$ cat src/rtl/sr_lock_arbiter_if.sv
// Requester / flag-bank bundle for sr_lock_arbiter.
// Signal prefixes are from the arbiter's point of view.
interface sr_lock_arbiter_if #(
  parameter int NREQ  = 4,
  parameter int NFLAG = 8,
  parameter int IDXW  = 3
);
  logic [NREQ-1:0]      i_req;
  logic [2*NREQ-1:0]    i_op;
  logic [IDXW*NREQ-1:0] i_idx;
  logic [NREQ-1:0]      o_gnt;
  logic                 o_rdata;
  logic [NFLAG-1:0]     o_s_out;
  logic [NFLAG-1:0]     o_r_out;
  logic [NFLAG-1:0]     o_flags;
  logic                 o_busy;

  modport master (
    output i_req, i_op, i_idx,
    input  o_gnt, o_rdata, o_s_out, o_r_out, o_flags, o_busy
  );

  modport slave (
    input  i_req, i_op, i_idx,
    output o_gnt, o_rdata, o_s_out, o_r_out, o_flags, o_busy
  );
endinterface

$ cat src/rtl/sr_lock_arbiter.sv
// Round-robin arbiter driving a bank of SR flags, with a registered mirror
// of the bank so requesters get the pre-operation value (test-and-set lock).
//
// state  | meaning
// INIT   | r_out all ones for one cycle to clear the bank
// IDLE   | waiting for requests; winner chosen and latched here
// GRANT  | gnt/rdata/s/r pulse visible for one cycle
// SETTLE | bank hold cycle, requests ignored
module sr_lock_arbiter #(
  parameter int NREQ  = 4,
  parameter int NFLAG = 8,
  parameter int IDXW  = 3
) (
  input logic              i_clk,
  input logic              i_rst,
  sr_lock_arbiter_if.slave bus
);
  localparam int PTRW = $clog2(NREQ);

  typedef enum logic [1:0] {S_INIT, S_IDLE, S_GRANT, S_SETTLE} state_t;

  state_t           r_state, w_nxt_state;
  logic [PTRW-1:0]  r_ptr, w_nxt_ptr;
  logic [PTRW-1:0]  r_win, w_nxt_win;
  logic [NREQ-1:0]  r_gnt, w_nxt_gnt;
  logic             r_rdata, w_nxt_rdata;
  logic [NFLAG-1:0] r_s, w_nxt_s;
  logic [NFLAG-1:0] r_r, w_nxt_r;
  logic [NFLAG-1:0] r_flags, w_nxt_flags;
  logic             r_busy, w_nxt_busy;

  logic             w_found;
  logic [PTRW-1:0]  w_sel;
  logic [1:0]       w_sel_op;
  logic [IDXW-1:0]  w_sel_idx;

  // Second pass overwrites the first, so a requester at or above the
  // pointer always beats one below it; within a pass the lowest index wins.
  always_comb begin
    w_found   = 1'b0;
    w_sel     = '0;
    w_sel_op  = '0;
    w_sel_idx = '0;
    for (int j = NREQ - 1; j >= 0; j--) begin
      if (bus.i_req[j] && (j < int'(r_ptr))) begin
        w_found = 1'b1;
        w_sel   = PTRW'(j);
      end
    end
    for (int j = NREQ - 1; j >= 0; j--) begin
      if (bus.i_req[j] && (j >= int'(r_ptr))) begin
        w_found = 1'b1;
        w_sel   = PTRW'(j);
      end
    end
    for (int j = 0; j < NREQ; j++) begin
      if (w_sel == PTRW'(j)) begin
        w_sel_op  = bus.i_op[2*j +: 2];
        w_sel_idx = bus.i_idx[IDXW*j +: IDXW];
      end
    end
  end

  always_comb begin
    w_nxt_state = r_state;
    w_nxt_ptr   = r_ptr;
    w_nxt_win   = r_win;
    w_nxt_gnt   = '0;
    w_nxt_rdata = 1'b0;
    w_nxt_s     = '0;
    w_nxt_r     = '0;
    w_nxt_flags = r_flags;
    w_nxt_busy  = 1'b1;
    unique case (r_state)
      S_INIT: begin
        w_nxt_state = S_IDLE;
        w_nxt_busy  = 1'b0;
      end
      S_IDLE: begin
        w_nxt_busy = 1'b0;
        if (w_found) begin
          w_nxt_state = S_GRANT;
          w_nxt_busy  = 1'b1;
          w_nxt_win   = w_sel;
          w_nxt_gnt   = NREQ'(1) << w_sel;
          w_nxt_rdata = r_flags[w_sel_idx];
          unique case (w_sel_op)
            2'b10:   w_nxt_s[w_sel_idx] = 1'b1;
            2'b01:   w_nxt_r[w_sel_idx] = 1'b1;
            2'b11:   w_nxt_s[w_sel_idx] = ~r_flags[w_sel_idx];
            default: ;
          endcase
        end
      end
      S_GRANT: begin
        w_nxt_state = S_SETTLE;
        w_nxt_flags = (r_flags | r_s) & ~r_r;
        w_nxt_ptr   = (r_win == PTRW'(NREQ - 1)) ? '0 : r_win + PTRW'(1);
      end
      S_SETTLE: begin
        w_nxt_state = S_IDLE;
        w_nxt_busy  = 1'b0;
      end
      default: w_nxt_state = S_INIT;
    endcase
  end

  always_ff @(posedge i_clk or posedge i_rst) begin
    if (i_rst) begin
      r_state <= S_INIT;
      r_ptr   <= '0;
      r_win   <= '0;
      r_gnt   <= '0;
      r_rdata <= 1'b0;
      r_s     <= '0;
      r_r     <= '1;
      r_flags <= '0;
      r_busy  <= 1'b1;
    end else begin
      r_state <= w_nxt_state;
      r_ptr   <= w_nxt_ptr;
      r_win   <= w_nxt_win;
      r_gnt   <= w_nxt_gnt;
      r_rdata <= w_nxt_rdata;
      r_s     <= w_nxt_s;
      r_r     <= w_nxt_r;
      r_flags <= w_nxt_flags;
      r_busy  <= w_nxt_busy;
    end
  end

  assign bus.o_gnt   = r_gnt;
  assign bus.o_rdata = r_rdata;
  assign bus.o_s_out = r_s;
  assign bus.o_r_out = r_r;
  assign bus.o_flags = r_flags;
  assign bus.o_busy  = r_busy;
endmodule

$ cat src/flat_wrapper.sv
// flat-port wrapper written by rule: the top's interface ports become plain ports
module sr_lock_arbiter_flat 
#(
  parameter int NREQ  = 4,
  parameter int NFLAG = 8,
  parameter int IDXW  = 3
)
  (i_clk, i_rst, bus_i_req, bus_i_op, bus_i_idx, bus_o_gnt, bus_o_rdata, bus_o_s_out, bus_o_r_out, bus_o_flags, bus_o_busy);
  sr_lock_arbiter_if #(.NREQ(NREQ), .NFLAG(NFLAG), .IDXW(IDXW)) bus_i ();
  input logic i_clk;
  input logic i_rst;
  input wire logic [$bits(bus_i.i_req)-1:0] bus_i_req;
  input wire logic [$bits(bus_i.i_op)-1:0] bus_i_op;
  input wire logic [$bits(bus_i.i_idx)-1:0] bus_i_idx;
  output wire logic [$bits(bus_i.o_gnt)-1:0] bus_o_gnt;
  output wire logic [$bits(bus_i.o_rdata)-1:0] bus_o_rdata;
  output wire logic [$bits(bus_i.o_s_out)-1:0] bus_o_s_out;
  output wire logic [$bits(bus_i.o_r_out)-1:0] bus_o_r_out;
  output wire logic [$bits(bus_i.o_flags)-1:0] bus_o_flags;
  output wire logic [$bits(bus_i.o_busy)-1:0] bus_o_busy;
  assign bus_i.i_req = bus_i_req;
  assign bus_i.i_op = bus_i_op;
  assign bus_i.i_idx = bus_i_idx;
  assign bus_o_gnt = bus_i.o_gnt;
  assign bus_o_rdata = bus_i.o_rdata;
  assign bus_o_s_out = bus_i.o_s_out;
  assign bus_o_r_out = bus_i.o_r_out;
  assign bus_o_flags = bus_i.o_flags;
  assign bus_o_busy = bus_i.o_busy;
  sr_lock_arbiter #(.NREQ(NREQ), .NFLAG(NFLAG), .IDXW(IDXW)) u_core (.i_clk(i_clk), .i_rst(i_rst), .bus(bus_i));
endmodule
$ cat config.mk
export PLATFORM = sky130hd
export DESIGN_NAME = sr_lock_arbiter_flat
export DESIGN_NICKNAME = d
export VERILOG_FILES = /design/src/rtl/sr_lock_arbiter_if.sv /design/src/rtl/sr_lock_arbiter.sv /design/src/flat_wrapper.sv
export SDC_FILE = /design/constraint.sdc
export NUM_CORES = 1
export LEC_CHECK = 0
export CAP_MARGIN = 5
export CORE_MARGIN = 1.5
export CORE_UTILIZATION = 30
export CTS_CLUSTER_SIZE = 12
export DETAILED_ROUTE_END_ITERATION = 6
export PLACE_DENSITY_LB_ADDON = 0.3
export SYNTH_ARGS = -nofsm -noshare
export SYNTH_HDL_FRONTEND = slang
export SYNTH_SLANG_ARGS = --single-unit
$ cat constraint.sdc
create_clock -name i_clk -period 3.2 [get_ports i_clk]
set_clock_uncertainty 0.1 [all_clocks]
set_input_delay 0.32 -clock i_clk [delete_from_list [all_inputs] [get_ports i_clk]]
set_output_delay 0.32 -clock i_clk [all_outputs]
set_load 0.02 [all_outputs]
==> results of run 1 <==
==> critical path, delay by kind of cell <==
family | cells | cell delay (ns)
multiplexers | 2 | 0.41
buffers and inverters | 1 | 0.50
AND/OR/NAND/NOR | 2 | 0.50
AO/OA/AOI/OAI | 3 | 1.02
==> cells in the final DEF (no fill, tap or decap), drive strengths merged, types with 5 or more instances in the layout <==
master / count
dfrtp: 27
nand2b: 7
clkbuf: 6
nand2: 8
nor2: 14
nor2b: 8
a21oi: 21
o21ai: 10
dfstp: 9
clkdlybuf4s50: 55
mux2i: 7
ha: 5
==> layout make-up <==
type	instances	area [µm²]
sequential	36	912
clock buffer	6	72.6
inverter	4	15.0
tap	75	93.8
clock inverter	2	35.0
fill	554	3310
multi-input combinational	119	850
timing repair buffer	57	566
==> cell usage after synthesis (all sizes together), types with 2 or more instances <==
master and instances:
nor4 3, buf 3, nor2 14, and3 2
o211a 2, nand2 8, a21oi 21, ha 5
o21ai 10, mux2i 7, mux2 4, inv 4
nor3b 3, a221o 2, dfstp 9, nor2b 8
a2111oi 2, nand3 2, dfrtp 27, a21o 2
nand2b 7, clkbuf 2, and2 2
==> metrics by stage <==
stage	instance area, µm²	instances
3_3_place_gp	2440	291
4_1_cts	2540	299
5_1_grt	2540	299
3_5_place_dp	2440	291
2_1_floorplan	1810	164
6_report	2540	299
==> registers in the layout (all words and copies together) (netlist names) <==
signal / count
u_core.bus.o_busy: 1
u_core.bus.o_s_out: 8
u_core.r_state: 2
u_core.bus.o_flags: 8
u_core.r_win: 2
u_core.r_ptr: 2
u_core.bus.o_gnt: 4
u_core.bus.o_rdata: 1
u_core.bus.o_r_out: 8
==> how the worst max path moves through the flow <==
| stage | endpoint | cells after the start |
|---|---|---|
| 3_5_place_dp | u_core.bus.o_rdata | 8 |
| 6_report | u_core.bus.o_rdata | 8 |
| 2_1_floorplan | u_core.bus.o_rdata | 8 |
| 4_1_cts | u_core.bus.o_rdata | 8 |
| 5_1_grt | u_core.bus.o_s_out[6] | 8 |
| 3_3_place_gp | u_core.bus.o_rdata | 8 |
==> kinds of logic after synthesis <==
family | count (synthesis) | synth area share
and+or+nand+nor | 51 | 0.161
AOI/OAI and AO/OA | 52 | 0.211
muxes | 11 | 0.0637
DFF | 36 | 0.505
buffers and inverters | 9 | 0.0249
adders and majority gates | 5 | 0.0346
==> power breakdown <==
| part | internal (mW) | switching [mW] |
|---|---|---|
| Sequential | 0.593 | 0.104 |
| Clock | 0.231 | 0.156 |
| Combinational | 0.448 | 0.575 |
| Total | 1.27 | 0.835 |
==> layer usage <==
layer / share of wire / vias to the layer above / routed length, µm
li1: - / 714 / -
met1: 0.48 / 709 / 2150
met2: 0.46 / 42 / 2080
met3: 0.050 / 5 / 225
met4: 0.0078 / 0 / 35
met5: 0 / - / 0
==> impl_metrics.yaml, run 1 <==
sta:
  fin_crit_ns: 2.69
  finalCritPeriodShare: 0.840
  final-hold-violation-count: 0
  setup_viol: 0
  tns_ns: 0
  fmax_mhz: 372
  setup_ws_ns: 0.512
  grt_setup_unrepaired: "no"
  worst-slew-pin-transition_ns: 0.748
  max-slew-margin-rel: 0.501
  slew_viol_final: 0
  holdWs_ns: 0.340
logic_synthesis:
  syn_inst: 164
  synthFlopType: "dfrtp_1"
  yosys_warnings: 0
  synth_fp_nets: 195
  synth_edf_count: 0
  yosys.area.top_type: "dfrtp_1"
  synth.avg_cell_area_um2: 11.0
  ys_types: 46
  yosys-top-cells-area: "dfrtp_1 (37%), dfstp_2 (13%), a21oi_1 (5.5%), mux2i_1 (3.9%), ha_1 (3.5%)"
  async_reset_ff_frac: 1.00
  yosysSeqAreaShare: 0.505
  synth_top_area_frac: 0.374
  ys_seq_elements: 36
  synth_area_mm2: 0.00181
grt:
  first_global_vias: 1474
  grt_use_total: 0.150
  grt_antenna_before_repair: 0
  met1_usage: 0.197
  grt-ovfl-total: 0
  busiest_layer: "met2"
  grt_pass1_wl_um: 7360
  met3_usage: 0.0341
  grt_max_degree: 37
  use_met2: 0.250
clock_tree:
  cts_tree: "done"
  cts_buffer_depth: 2
  cts_hold_buf: 0
  cts_made_buffers: 5
  post_cts_buffers: 0
  h-tree-depth: 2
  cts_resized: 0
  clkSlewWorstSetupHoldPaths_ns: 0.07
  clock-sinks: 36
  clk_latency_ns: 0.28
  root_buffer: "clkbuf_8"
setup_path:
  cp.arrival_ns: 2.76
  max_stage_delay_ns: 0.50
  r2r-end: "u_core.bus.o_rdata"
  cpMaxStageDelayCell: "clkdlybuf4s50_1"
  crit_fanout: 10
  rrSetupSlack_ns: 0.64
  crit_path_frequent_cell: "mux2i_1"
  r2r_cells: 7
  cp-start-kind: "primary input"
  cp.required_ns: 3.27
  worstSetupPathType: "in2reg"
  endpoint_kind: "register"
  worst_r2r_startpoint: "u_core.r_ptr[1]"
  crit_path_start: "bus_i_req[2]"
  cp_cell_sequence: "clkdlybuf4s50_1 > nor2b_1 > a311o_1 > and2_1 > a32oi_4 > mux2i_1 > mux2i_1 > o211a_1"
place:
  gp_congestion: 0.756
  hpwl_um: 3350
  dp_slack_ns: 0.200
  io_buffers: 55
routing:
  routedWlPerCell_um: 15.0
  routed_via_density: 4.92
  drt-pass1-iter-count: 5
  drt_iter0_drc: 75
  ant_nets: 0
  wl_um: 4490
  vias: 1470
  route.detailed.drc: 0
floorplanning:
  io_pins: 56
  rows: 28
  fp.dieH_um: 80.6
  core_mm2: 0.00585
  start_util: 0.309
  die_width_um: 80.6
  die_area_mm2: 0.00650
power:
  leakage_nw: 1.05
  vdd_ir_drop_max_mv: 0.317
  total_power_mw: 2.11
  powerDensity_mw_per_mm2: 829
final_layout:
  num_antenna_cells: 0
  syn2layout_area_growth_pct: 40.8
  drive_gt1_frac: 0.147
  fin_util: 0.435
  layout.nets: 254
job:
  max-cap-violations: 0
hold_path:
  hp-class: "in2async"
status:
  status: "completed"
(Power assumes the default switching activity.)
==> run 2: changes to the inputs <==
clock period = 2.6 ns   (was 3.2 ns; I/O delays follow)
==> impl_metrics.yaml, run 2 (synthesis gave the netlist of run 1 again) <==
status:
  status: "completed"
hold_path:
  hp-class: "in2async"
clock_tree:
  clock-sinks: 36
  cts_made_buffers: 5
  cts_buffer_depth: 2
  cts_hold_buf: 0
  h-tree-depth: 2
  clkSlewWorstSetupHoldPaths_ns: 0.07
  cts_tree: "done"
  clk_latency_ns: 0.29
  root_buffer: "clkbuf_8"
floorplanning:
  fp.dieH_um: 80.6
  rows: 28
  core_mm2: 0.00585
  start_util: 0.309
  io_pins: 56
  die_area_mm2: 0.00650
  die_width_um: 80.6
power:
  p_switching_mw: 1.08
  powerDensity_mw_per_mm2: 1010
  p_comb_frac: 0.537
  leakage_nw: 1.17
  clkPwrFrac: 0.147
  p_sw_frac: 0.393
  power.internal_mw: 1.67
  vdd_ir_drop_max_mv: 0.501
  pwr-share-seq: 0.316
  total_power_mw: 2.74
sta:
  max-slew-margin-rel: 0.709
  fmax_mhz: 399
  final-hold-violation-count: 0
  grt_setup_unrepaired: "no"
  setup_viol: 0
  worst-slew-pin-transition_ns: 0.425
  finalCritPeriodShare: 0.963
  setup_ws_ns: 0.0963
  slew_viol_final: 0
  fin_crit_ns: 2.50
setup_path:
  path_buf_inv: 3
  worstSetupPathType: "in2reg"
  crit_fanout: 5
  crit_path_frequent_cell: "buf_4"
  cpMaxStageDelayCell: "clkdlybuf4s50_1"
  cp_cell_sequence: "clkdlybuf4s50_1 > buf_4 > mux2i_1 > nor2_1 > or3_4 > a221oi_2 > a21oi_1 > nor4_2 > buf_4 > nor3b_2"
  critPathTopFamily: "simple AND/OR/NAND/NOR gates"
  cp-start-kind: "primary input"
  endpoint_kind: "register"
  max_stage_delay_ns: 0.46
  cp.required_ns: 2.72
  cp.arrival_ns: 2.62
job:
  max-cap-violations: 0
final_layout:
  mostFrequentLayoutCells: "clkdlybuf4s50_1 (55), buf_4 (27), dfrtp_1 (26)"
  fillerInstances: 552
  num_antenna_cells: 0
  final_common_cell: "clkdlybuf4s50_1"
  syn2layout_area_growth_pct: 50.6
  drive_gt1_frac: 0.245
  layout.nets: 279
routing:
  vias: 1530
  drt_iter0_drc: 99
  drt-pass1-iter-count: 4
  routedWlPerCell_um: 14.1
  ant_nets: 0
  route.detailed.drc: 0
  wl_um: 4580
  routed_via_density: 4.72
grt:
  grt_pass1_wl_um: 7570
  grt_use_total: 0.156
  grt-ovfl-total: 0
  first_global_vias: 1607
  grt_antenna_before_repair: 0
  grt_max_degree: 37
place:
  gp_congestion: 0.827
  dp_slack_ns: -0.174
  hpwl_um: 3560
  io_buffers: 55
run 2: power groups by stage:
stage | clock network (mW) | logic [mW] | registers (mW)
4_1_cts | 0.416 | 1.46 | 0.866
3_3_place_gp | 0 | 1.43 | 0.880
3_5_place_dp | 0 | 1.45 | 0.874
6_report | 0.404 | 1.47 | 0.868
5_1_grt | 0.446 | 1.62 | 0.895
2_1_floorplan | 0 | 0.727 | 0.967
run 2: cell type report:
class / instances / area, µm² / share of cell area
tap: 75 / 93.8 / 0.0345
multi-input combinational: 119 / 853 / 0.314
clock buffer: 6 / 82.6 / 0.0303
sequential: 36 / 913 / 0.336
inverter: 4 / 15.0 / 0.00552
clock inverter: 2 / 10.0 / 0.00368
timing repair buffer: 82 / 753 / 0.277
run 2: worst min-delay path, stage by stage:
cell             delay (ns)
clkdlybuf4s50_1        0.40
inv_1                  0.05
buf_4                  0.38
run 2: metal layers:
layer | share of wire | vias to the layer above | global-route usage
met5 | 0 | - | 0
met4 | 0.012 | 0 | 0.0534
met3 | 0.056 | 7 | 0.0511
met2 | 0.47 | 41 | 0.245
met1 | 0.47 | 717 | 0.200
li1 | - | 765 | -
run 2: what timing repair did:
| action | CTS | global route |
|---|---|---|
| buffers inserted | 0 | 2 |
| resized for setup | 0 | 3 |
| endpoints found under the hold margin | 0 | 0 |
| endpoints found under the setup margin | 0 | 7 |
run 2: through the flow:
stage | TNS, ns | area, µm² | hold WS (ns) | util | instances
floorplan | 0 | 1810 | 0.320 | - | 164
detailed placement | -1.15 | 2610 | 0.383 | 0.446 | 314
global placement | -0.607 | 2610 | 0.378 | 0.446 | 314
finish | 0 | 2720 | 0.268 | 0.465 | 324
global route | 0 | 2720 | 0.327 | 0.465 | 324
CTS | 0 | 2700 | 0.290 | 0.462 | 322
run 2: worst paths after layout:
kind / start / endpoint / slack [ns] / cells after the start
max in group asynchronous: i_rst / u_core.bus.o_busy / 1.79 / 3
max reg2reg: u_core.r_ptr[1] / u_core.bus.o_r_out[7] / 0.15 / 8
min reg2reg: u_core.r_win[1] / u_core.r_win[1] / 0.40 / 2
min: i_rst / u_core.bus.o_flags[0] / 0.27 / 3
max: bus_i_req[0] / u_core.bus.o_r_out[7] / 0.1 / 10
min in group i_clk: u_core.r_win[1] / u_core.r_win[1] / 0.40 / 2
